<file path="src/rtl/frame_centroid.sv">
// Per-frame centroid of orange pixels: accumulates x/y sums and a count while a frame is
// scanned, then divides with two serial restoring dividers. Optional bbox: FRAME_CENTROID_BBOX_EN.
module frame_centroid #(
  parameter int unsigned H_ACTIVE   = 640,
  parameter int unsigned V_ACTIVE   = 480,
  parameter int unsigned MIN_PIXELS = 64
) (
  input  logic        clk,
  input  logic        rst_n,
  input  logic        active,
  input  logic        vsync,
  input  logic        is_orange,
  output logic [9:0]  centroid_x,
  output logic [9:0]  centroid_y,
  output logic [18:0] pixel_count,
  output logic        detected,
  output logic        frame_valid,
  output logic        overrun,
  output logic [9:0]  bbox_xmin,
  output logic [9:0]  bbox_xmax,
  output logic [9:0]  bbox_ymin,
  output logic [9:0]  bbox_ymax
);

  localparam int unsigned CW        = 10;
  localparam int unsigned SW        = 28;
  localparam int unsigned NW        = 19;
  localparam int unsigned STW       = 5;
  localparam int unsigned DIV_STEPS = 28;

  localparam logic [1:0] S_IDLE    = 2'd0;
  localparam logic [1:0] S_DIVIDE  = 2'd1;
  localparam logic [1:0] S_PUBLISH = 2'd2;

  localparam logic [CW-1:0]  X_MAX     = CW'(H_ACTIVE - 1);
  localparam logic [CW-1:0]  Y_MAX     = CW'(V_ACTIVE - 1);
  localparam logic [NW-1:0]  CNT_MAX   = '1;
  localparam logic [NW-1:0]  MIN_CNT   = NW'(MIN_PIXELS);
  localparam logic [STW-1:0] LAST_STEP = STW'(DIV_STEPS - 1);

  logic [1:0]     state_q, state_d;
  logic [STW-1:0] step_q, step_d;
  logic           vsync_q, vsync_prev_q, active_prev_q;
  logic [CW-1:0]  x_q, x_d, y_q, y_d;
  logic [SW-1:0]  sum_x_q, sum_x_d, sum_y_q, sum_y_d;
  logic [NW-1:0]  cnt_q, cnt_d;
  logic [SW-1:0]  dvd_x_q, dvd_x_d, dvd_y_q, dvd_y_d, dvd_x_n, dvd_y_n;
  logic [NW-1:0]  rem_x_q, rem_x_d, rem_y_q, rem_y_d, rem_x_n, rem_y_n;
  logic [NW-1:0]  dvs_q, dvs_d, snap_cnt_q, snap_cnt_d;
  logic           snap_det_q, snap_det_d;
  logic [CW-1:0]  cx_q, cx_d, cy_q, cy_d;
  logic [NW-1:0]  pc_q, pc_d;
  logic           det_q, det_d, fv_q, fv_d, ovr_q, ovr_d;
  logic           frame_end_c, line_end_c, pix_c, snap_c, pub_c;

  // One restoring-division step: shift in the next dividend bit, subtract if it fits.
  function automatic logic [NW+SW-1:0] div_step(input logic [NW-1:0] rem,
                                               input logic [SW-1:0] dvd,
                                               input logic [NW-1:0] dvs);
    logic [NW:0] trial;
    trial = {rem, dvd[SW-1]};
    if (trial >= {1'b0, dvs}) begin
      div_step = {NW'(trial - {1'b0, dvs}), dvd[SW-2:0], 1'b1};
    end else begin
      div_step = {trial[NW-1:0], dvd[SW-2:0], 1'b0};
    end
  endfunction

  assign frame_end_c = vsync_prev_q & ~vsync_q;
  assign line_end_c  = active_prev_q & ~active;
  assign pix_c       = active & is_orange;

  // Control FSM: a frame end during DIVIDE is dropped and flagged as overrun.
  always_comb begin
    state_d = state_q;
    step_d  = step_q;
    snap_c  = 1'b0;
    pub_c   = 1'b0;
    ovr_d   = 1'b0;
    case (state_q)
      S_IDLE: begin
        if (frame_end_c) begin
          snap_c  = 1'b1;
          state_d = S_DIVIDE;
          step_d  = '0;
        end
      end
      S_DIVIDE: begin
        step_d = step_q + STW'(1);
        ovr_d  = frame_end_c;
        if (step_q == LAST_STEP) begin
          pub_c   = 1'b1;
          state_d = S_PUBLISH;
        end
      end
      S_PUBLISH: begin
        state_d = S_IDLE;
        if (frame_end_c) begin
          snap_c  = 1'b1;
          state_d = S_DIVIDE;
          step_d  = '0;
        end
      end
      default: state_d = S_IDLE;
    endcase
    fv_d = pub_c;
  end

  assign {rem_x_n, dvd_x_n} = div_step(rem_x_q, dvd_x_q, dvs_q);
  assign {rem_y_n, dvd_y_n} = div_step(rem_y_q, dvd_y_q, dvs_q);

  // Scan counters, accumulators, divider operands and published results.
  always_comb begin
    x_d        = x_q;
    y_d        = y_q;
    sum_x_d    = sum_x_q;
    sum_y_d    = sum_y_q;
    cnt_d      = cnt_q;
    dvd_x_d    = dvd_x_q;
    dvd_y_d    = dvd_y_q;
    rem_x_d    = rem_x_q;
    rem_y_d    = rem_y_q;
    dvs_d      = dvs_q;
    snap_cnt_d = snap_cnt_q;
    snap_det_d = snap_det_q;
    cx_d       = cx_q;
    cy_d       = cy_q;
    pc_d       = pc_q;
    det_d      = det_q;

    if (active && (x_q != X_MAX)) x_d = x_q + CW'(1);
    if (line_end_c) begin
      x_d = '0;
      if (y_q != Y_MAX) y_d = y_q + CW'(1);
    end
    if (pix_c) begin
      sum_x_d = sum_x_q + SW'(x_q);
      sum_y_d = sum_y_q + SW'(y_q);
      if (cnt_q != CNT_MAX) cnt_d = cnt_q + NW'(1);
    end

    if (state_q == S_DIVIDE) begin
      dvd_x_d = dvd_x_n;
      dvd_y_d = dvd_y_n;
      rem_x_d = rem_x_n;
      rem_y_d = rem_y_n;
    end

    // An empty frame divides by 1 so the datapath never sees a zero divisor.
    if (snap_c) begin
      dvd_x_d    = sum_x_q;
      dvd_y_d    = sum_y_q;
      rem_x_d    = '0;
      rem_y_d    = '0;
      dvs_d      = (cnt_q == '0) ? NW'(1) : cnt_q;
      snap_cnt_d = cnt_q;
      snap_det_d = (cnt_q >= MIN_CNT);
    end

    if (pub_c) begin
      pc_d  = snap_cnt_q;
      det_d = snap_det_q;
      cx_d  = snap_det_q ? dvd_x_n[CW-1:0] : '0;
      cy_d  = snap_det_q ? dvd_y_n[CW-1:0] : '0;
    end

    if (frame_end_c) begin
      x_d     = '0;
      y_d     = '0;
      sum_x_d = '0;
      sum_y_d = '0;
      cnt_d   = '0;
    end
  end

  always_ff @(posedge clk or negedge rst_n) begin
    if (!rst_n) begin
      state_q       <= S_IDLE;
      step_q        <= '0;
      vsync_q       <= 1'b0;
      vsync_prev_q  <= 1'b0;
      active_prev_q <= 1'b0;
      x_q           <= '0;
      y_q           <= '0;
      sum_x_q       <= '0;
      sum_y_q       <= '0;
      cnt_q         <= '0;
      dvd_x_q       <= '0;
      dvd_y_q       <= '0;
      rem_x_q       <= '0;
      rem_y_q       <= '0;
      dvs_q         <= '0;
      snap_cnt_q    <= '0;
      snap_det_q    <= 1'b0;
      cx_q          <= '0;
      cy_q          <= '0;
      pc_q          <= '0;
      det_q         <= 1'b0;
      fv_q          <= 1'b0;
      ovr_q         <= 1'b0;
    end else begin
      state_q       <= state_d;
      step_q        <= step_d;
      vsync_q       <= vsync;
      vsync_prev_q  <= vsync_q;
      active_prev_q <= active;
      x_q           <= x_d;
      y_q           <= y_d;
      sum_x_q       <= sum_x_d;
      sum_y_q       <= sum_y_d;
      cnt_q         <= cnt_d;
      dvd_x_q       <= dvd_x_d;
      dvd_y_q       <= dvd_y_d;
      rem_x_q       <= rem_x_d;
      rem_y_q       <= rem_y_d;
      dvs_q         <= dvs_d;
      snap_cnt_q    <= snap_cnt_d;
      snap_det_q    <= snap_det_d;
      cx_q          <= cx_d;
      cy_q          <= cy_d;
      pc_q          <= pc_d;
      det_q         <= det_d;
      fv_q          <= fv_d;
      ovr_q         <= ovr_d;
    end
  end

  assign centroid_x  = cx_q;
  assign centroid_y  = cy_q;
  assign pixel_count = pc_q;
  assign detected    = det_q;
  assign frame_valid = fv_q;
  assign overrun     = ovr_q;

`ifdef FRAME_CENTROID_BBOX_EN
  logic [CW-1:0] bx0_q, bx0_d, bx1_q, bx1_d, by0_q, by0_d, by1_q, by1_d;
  logic [CW-1:0] sx0_q, sx0_d, sx1_q, sx1_d, sy0_q, sy0_d, sy1_q, sy1_d;
  logic [CW-1:0] ox0_q, ox0_d, ox1_q, ox1_d, oy0_q, oy0_d, oy1_q, oy1_d;

  // The first orange pixel of a frame (count still zero) seeds all four extents.
  always_comb begin
    bx0_d = bx0_q;  bx1_d = bx1_q;  by0_d = by0_q;  by1_d = by1_q;
    sx0_d = sx0_q;  sx1_d = sx1_q;  sy0_d = sy0_q;  sy1_d = sy1_q;
    ox0_d = ox0_q;  ox1_d = ox1_q;  oy0_d = oy0_q;  oy1_d = oy1_q;
    if (pix_c) begin
      if (cnt_q == '0) begin
        bx0_d = x_q;  bx1_d = x_q;  by0_d = y_q;  by1_d = y_q;
      end else begin
        if (x_q < bx0_q) bx0_d = x_q;
        if (x_q > bx1_q) bx1_d = x_q;
        if (y_q < by0_q) by0_d = y_q;
        if (y_q > by1_q) by1_d = y_q;
      end
    end
    if (snap_c) begin
      sx0_d = bx0_q;  sx1_d = bx1_q;  sy0_d = by0_q;  sy1_d = by1_q;
    end
    if (pub_c) begin
      ox0_d = snap_det_q ? sx0_q : '0;
      ox1_d = snap_det_q ? sx1_q : '0;
      oy0_d = snap_det_q ? sy0_q : '0;
      oy1_d = snap_det_q ? sy1_q : '0;
    end
    if (frame_end_c) begin
      bx0_d = '0;  bx1_d = '0;  by0_d = '0;  by1_d = '0;
    end
  end

  always_ff @(posedge clk or negedge rst_n) begin
    if (!rst_n) begin
      bx0_q <= '0;  bx1_q <= '0;  by0_q <= '0;  by1_q <= '0;
      sx0_q <= '0;  sx1_q <= '0;  sy0_q <= '0;  sy1_q <= '0;
      ox0_q <= '0;  ox1_q <= '0;  oy0_q <= '0;  oy1_q <= '0;
    end else begin
      bx0_q <= bx0_d;  bx1_q <= bx1_d;  by0_q <= by0_d;  by1_q <= by1_d;
      sx0_q <= sx0_d;  sx1_q <= sx1_d;  sy0_q <= sy0_d;  sy1_q <= sy1_d;
      ox0_q <= ox0_d;  ox1_q <= ox1_d;  oy0_q <= oy0_d;  oy1_q <= oy1_d;
    end
  end

  assign bbox_xmin = ox0_q;
  assign bbox_xmax = ox1_q;
  assign bbox_ymin = oy0_q;
  assign bbox_ymax = oy1_q;
`else
  assign bbox_xmin = '0;
  assign bbox_xmax = '0;
  assign bbox_ymin = '0;
  assign bbox_ymax = '0;
`endif

endmodule

</file>
<file path="config.mk">
export PLATFORM = sky130hd
export DESIGN_NAME = frame_centroid
export DESIGN_NICKNAME = d
export VERILOG_FILES = /design/src/rtl/frame_centroid.sv
export SDC_FILE = /design/constraint.sdc
export NUM_CORES = 1
export LEC_CHECK = 0
export BUFFER_PORTS_ARGS = -buffer_cell sky130_fd_sc_hd__buf_2
export CELL_PAD_IN_SITES_DETAIL_PLACEMENT = 2
export CELL_PAD_IN_SITES_GLOBAL_PLACEMENT = 2
export CORE_ASPECT_RATIO = 2
export CORE_MARGIN = 3
export CORE_UTILIZATION = 39
export DETAILED_ROUTE_END_ITERATION = 16
export GPL_TIMING_DRIVEN = 0
export PLACE_DENSITY_LB_ADDON = 0.1
export REMOVE_ABC_BUFFERS = 1
export SYNTH_ARGS = -nofsm -noshare
export SYNTH_HDL_FRONTEND = slang
export SYNTH_SLANG_ARGS = --single-unit
</file>
<file path="constraint.sdc">
create_clock -name clk -period 3.5 [get_ports clk]
set_input_delay 0.525 -clock clk [delete_from_list [all_inputs] [get_ports clk]]
set_output_delay 0.525 -clock clk [all_outputs]
set_load 0.02 [all_outputs]
</file>
==> out/qor.yml <==
rows: 101
via_count: 12429
post_dp_cell_area_um2: 15800
internal-power_mw: 8.01
first_global_vias: 14040
die_h_um: 284
synthFlopType: "dfrtp_1"
cp_slowest_cell: "or2_1"
cts.clk_slew.worst_paths_ns: 0.07
timing.final.hold_violations: 0
synth.largest_area_cell: "dfrtp_1"
ios: 87
worstPathArrival_ns: 3.72
placed_cells: 2150
max_freq_ghz: 0.307
crit_fanout: 9
worst_pin_slew_ns: 1.31
maxSlewHeadroom: 0.126
final_common_cell: "nand2_1"
worstPathRequired_ns: 3.96
ir_worst_vdd_mv: 0.443
crit_type: "reg -> reg"
synth_enable_flop_cells: 0
final_cell_count_no_fill: 2207
cpMostUsedCell: "o21ai_0"
power.switching_mw: 5.51
final.setup.tns_ns: 0
drive_above_1_share: 0.0810
grt_setup_unrepaired: "false"
die_w_um: 145
grt-busiest-layer: "met2"
cellPowerDensity_nw_per_um2: 805
finalNetCount: 1742
setup_viol: 0
crit_path_end_kind: "flip-flop"
port_buffers: 46
viasPerCell: 5.63
gp_congestion: 0.794
hpwl_um: 33900
synth-async-reset-ratio: 1.00
design_area_um2: 16800
p_seq_frac: 0.331
core_um2: 38000
fin_crit_sh: 0.931
layout_common_cells: "nand2_1, dfrtp_1, nor2_1, nand3_1"
syn_area_per_cell_um2: 9.09
cts.sinks: 280
ys_types: 75
grt.total_usage: 0.232
ys_seq_area_frac: 0.465
drt_wl_total_um: 47700
synth_area_leaders: "dfrtp_1, nand2_1, ha_1"
areaGrowthSynthToFinish_pct: 11.5
htree_levels: 1
maxCapViolCount: 0
use_met2: 0.475
critPathMaxStageDelay_ns: 0.57
holdCritPathClass: "in -> async"
comb_power_share: 0.434
numCtsBuffers: 28
drcViolationCount: 0
critPathLaunchType: "flip-flop"
drt_iter0_markers: 473
clockPowerShare: 0.234
grt_pass1_wl_um: 77700
p_leak_nw: 7.94
nFillCells: 4205
finalMaxSlewViolations: 0
grtUsageMet3: 0.0179
finalCriticalPeriod_ns: 3.26
cp_cell_sequence: "ha_1 -> inv_1 -> fa_1 -> a211oi_1 -> o21ai_0 -> a31oi_4 -> a211oi_4 -> or2_1 -> nand2_4 -> o21ai_0"
ctsRootBufferMaster: "clkbuf_16"
synthCells: 1658
drt-pass1-iter-count: 4
synth_top_area_share: 0.465
antenna_cells: 0
yosysWarnings: 0
status: "finished, final reports clean"
antenna_found_initial: 0
clockBufferDepth: 3
finalPower_mw: 13.5
grt_start_max_net_pins: 119
use_met1: 0.237
swShare: 0.408
start_util: 0.396
wl_per_cell_um: 21.6
clkLatencyLatePin_ns: 0.57
grt-ovfl-total: 0
cts_tree: "built"
ys_ff_latch: 280
die_area_um2: 41200
synth_area_um2: 15100
finalClockSkew_ns: 0.00824
ant_nets: 0
Yosys cell counts (3+ instances only):
library cell	instances
and3_1	24
dfrtp_1	280
nor3_1	12
a32oi_1	7
a21boi_0	7
a21oi_1	72
o21a_1	12
clkbuf_1	64
nand2b_1	6
xnor2_1	53
o211a_1	3
nor2b_1	6
nand3_1	87
ha_1	63
nand4_1	27
or3_1	16
o21ai_1	16
buf_1	5
a22oi_1	57
nand2_1	350
o211ai_1	11
o21ai_0	72
a211oi_1	16
a211o_1	3
or4_1	8
a21o_1	17
inv_1	43
o31ai_1	9
mux2i_1	16
a31oi_1	10
buf_4	41
a221o_1	3
fa_1	4
nor2_1	116
o21bai_1	6
nor4_1	8
a311o_1	3
buf_2	9
xor2_1	44
and4_1	7
per-layer routing:
| metal | vias to the layer above | share of wire |
|---|---|---|
| li1 | 5723 | - |
| met1 | 6485 | 0.35 |
| met2 | 136 | 0.58 |
| met3 | 85 | 0.019 |
| met4 | 0 | 0.045 |
| met5 | - | 0 |
power groups by stage:
stage	Sequential [mW]	Combinational [mW]	Clock [mW]
final	4.48	5.88	3.17
after global routing	4.58	6.55	3.39
after CTS	4.48	5.88	3.28
after detailed placement	4.54	5.75	0
after global placement	4.47	5.28	0
after floorplan	4.34	4.03	0
sequential cells by signal (all words and copies together) (netlist names), 10 cells and up:
name and flops:
centroid_x 10, cnt_q 19, rem_y_q 19, dvd_y_q 28, centroid_y 10, dvs_q 19
sum_y_q 28, snap_cnt_q 19, sum_x_q 28, x_q 10, y_q 10, dvd_x_q 28
pixel_count 19, rem_x_q 19
kinds of logic after synthesis:
group,count (synthesis),synth area share
buffers and inverters,164,0.0528
and+or+nand+nor,681,0.201
muxes,17,0.0114
DFF,280,0.465
xor gates and xnor gates,97,0.0564
other,1,0.000249
adders and majority gates,67,0.0576
AOI/OAI and AO/OA,351,0.155
through the flow:
stage | hold WS (ns) | setup WS (ns) | util
floorplan | 0.229 | -3.02 | -
global placement | 0.383 | -10.79 | 0.406
detailed placement | 0.447 | -0.329 | 0.415
CTS | 0.0289 | 0.00914 | 0.440
global route | 0.0510 | 0.0732 | 0.442
finish | 0.0106 | 0.243 | 0.442
final cells by class:
cell class                      count  area, um^2  share of cell area
Inverter                           43         161             0.00961
Timing Repair Buffer               63         549              0.0327
Tap cell                          515         644              0.0384
Clock inverter                     15         174              0.0104
Clock buffer                       37         785              0.0467
Multi-Input combinational cell   1254        7480               0.445
Sequential cell                   280        7010               0.417
worst paths after layout:
path | start | end | slack (ns) | depth (start not counted)
worst min register to register | vsync_q$_DFF_PN0_ | vsync_prev_q$_DFF_PN0_ | 0.46 | 0
min in group clk | vsync | vsync_q$_DFF_PN0_ | 0.06 | 1
worst max register to register | dvs_q[0]$_DFFE_PN0P_ | rem_y_q[18]$_DFFE_PN0P_ | 0.24 | 10
max in group asynchronous | rst_n | snap_cnt_q[1]$_DFFE_PN0P_ | 2.37 | 2
worst min-delay path | rst_n | pixel_count[13]$_DFFE_PN0P_ | 0.01 | 1
worst max-delay path | dvs_q[0]$_DFFE_PN0P_ | rem_y_q[18]$_DFFE_PN0P_ | 0.24 | 10
what timing repair did:
action                     4_1_cts  5_1_grt
cloned                           1        0
hold buffers                     0        0
buffers inserted                 0        4
setup endpoints to repair       20        8
pin swaps                        1        1
gates resized for setup          3        1
worst max-delay path, delay by kind of cell, from the launching register on:
kind            cells  cell delay [ns]
compound gates      5             1.30
simple gates        2             0.80
fa+ha+maj           2             0.49
flops               1             0.47
buf+inv             1             0.08
Power figures use the tool's default switching activity.
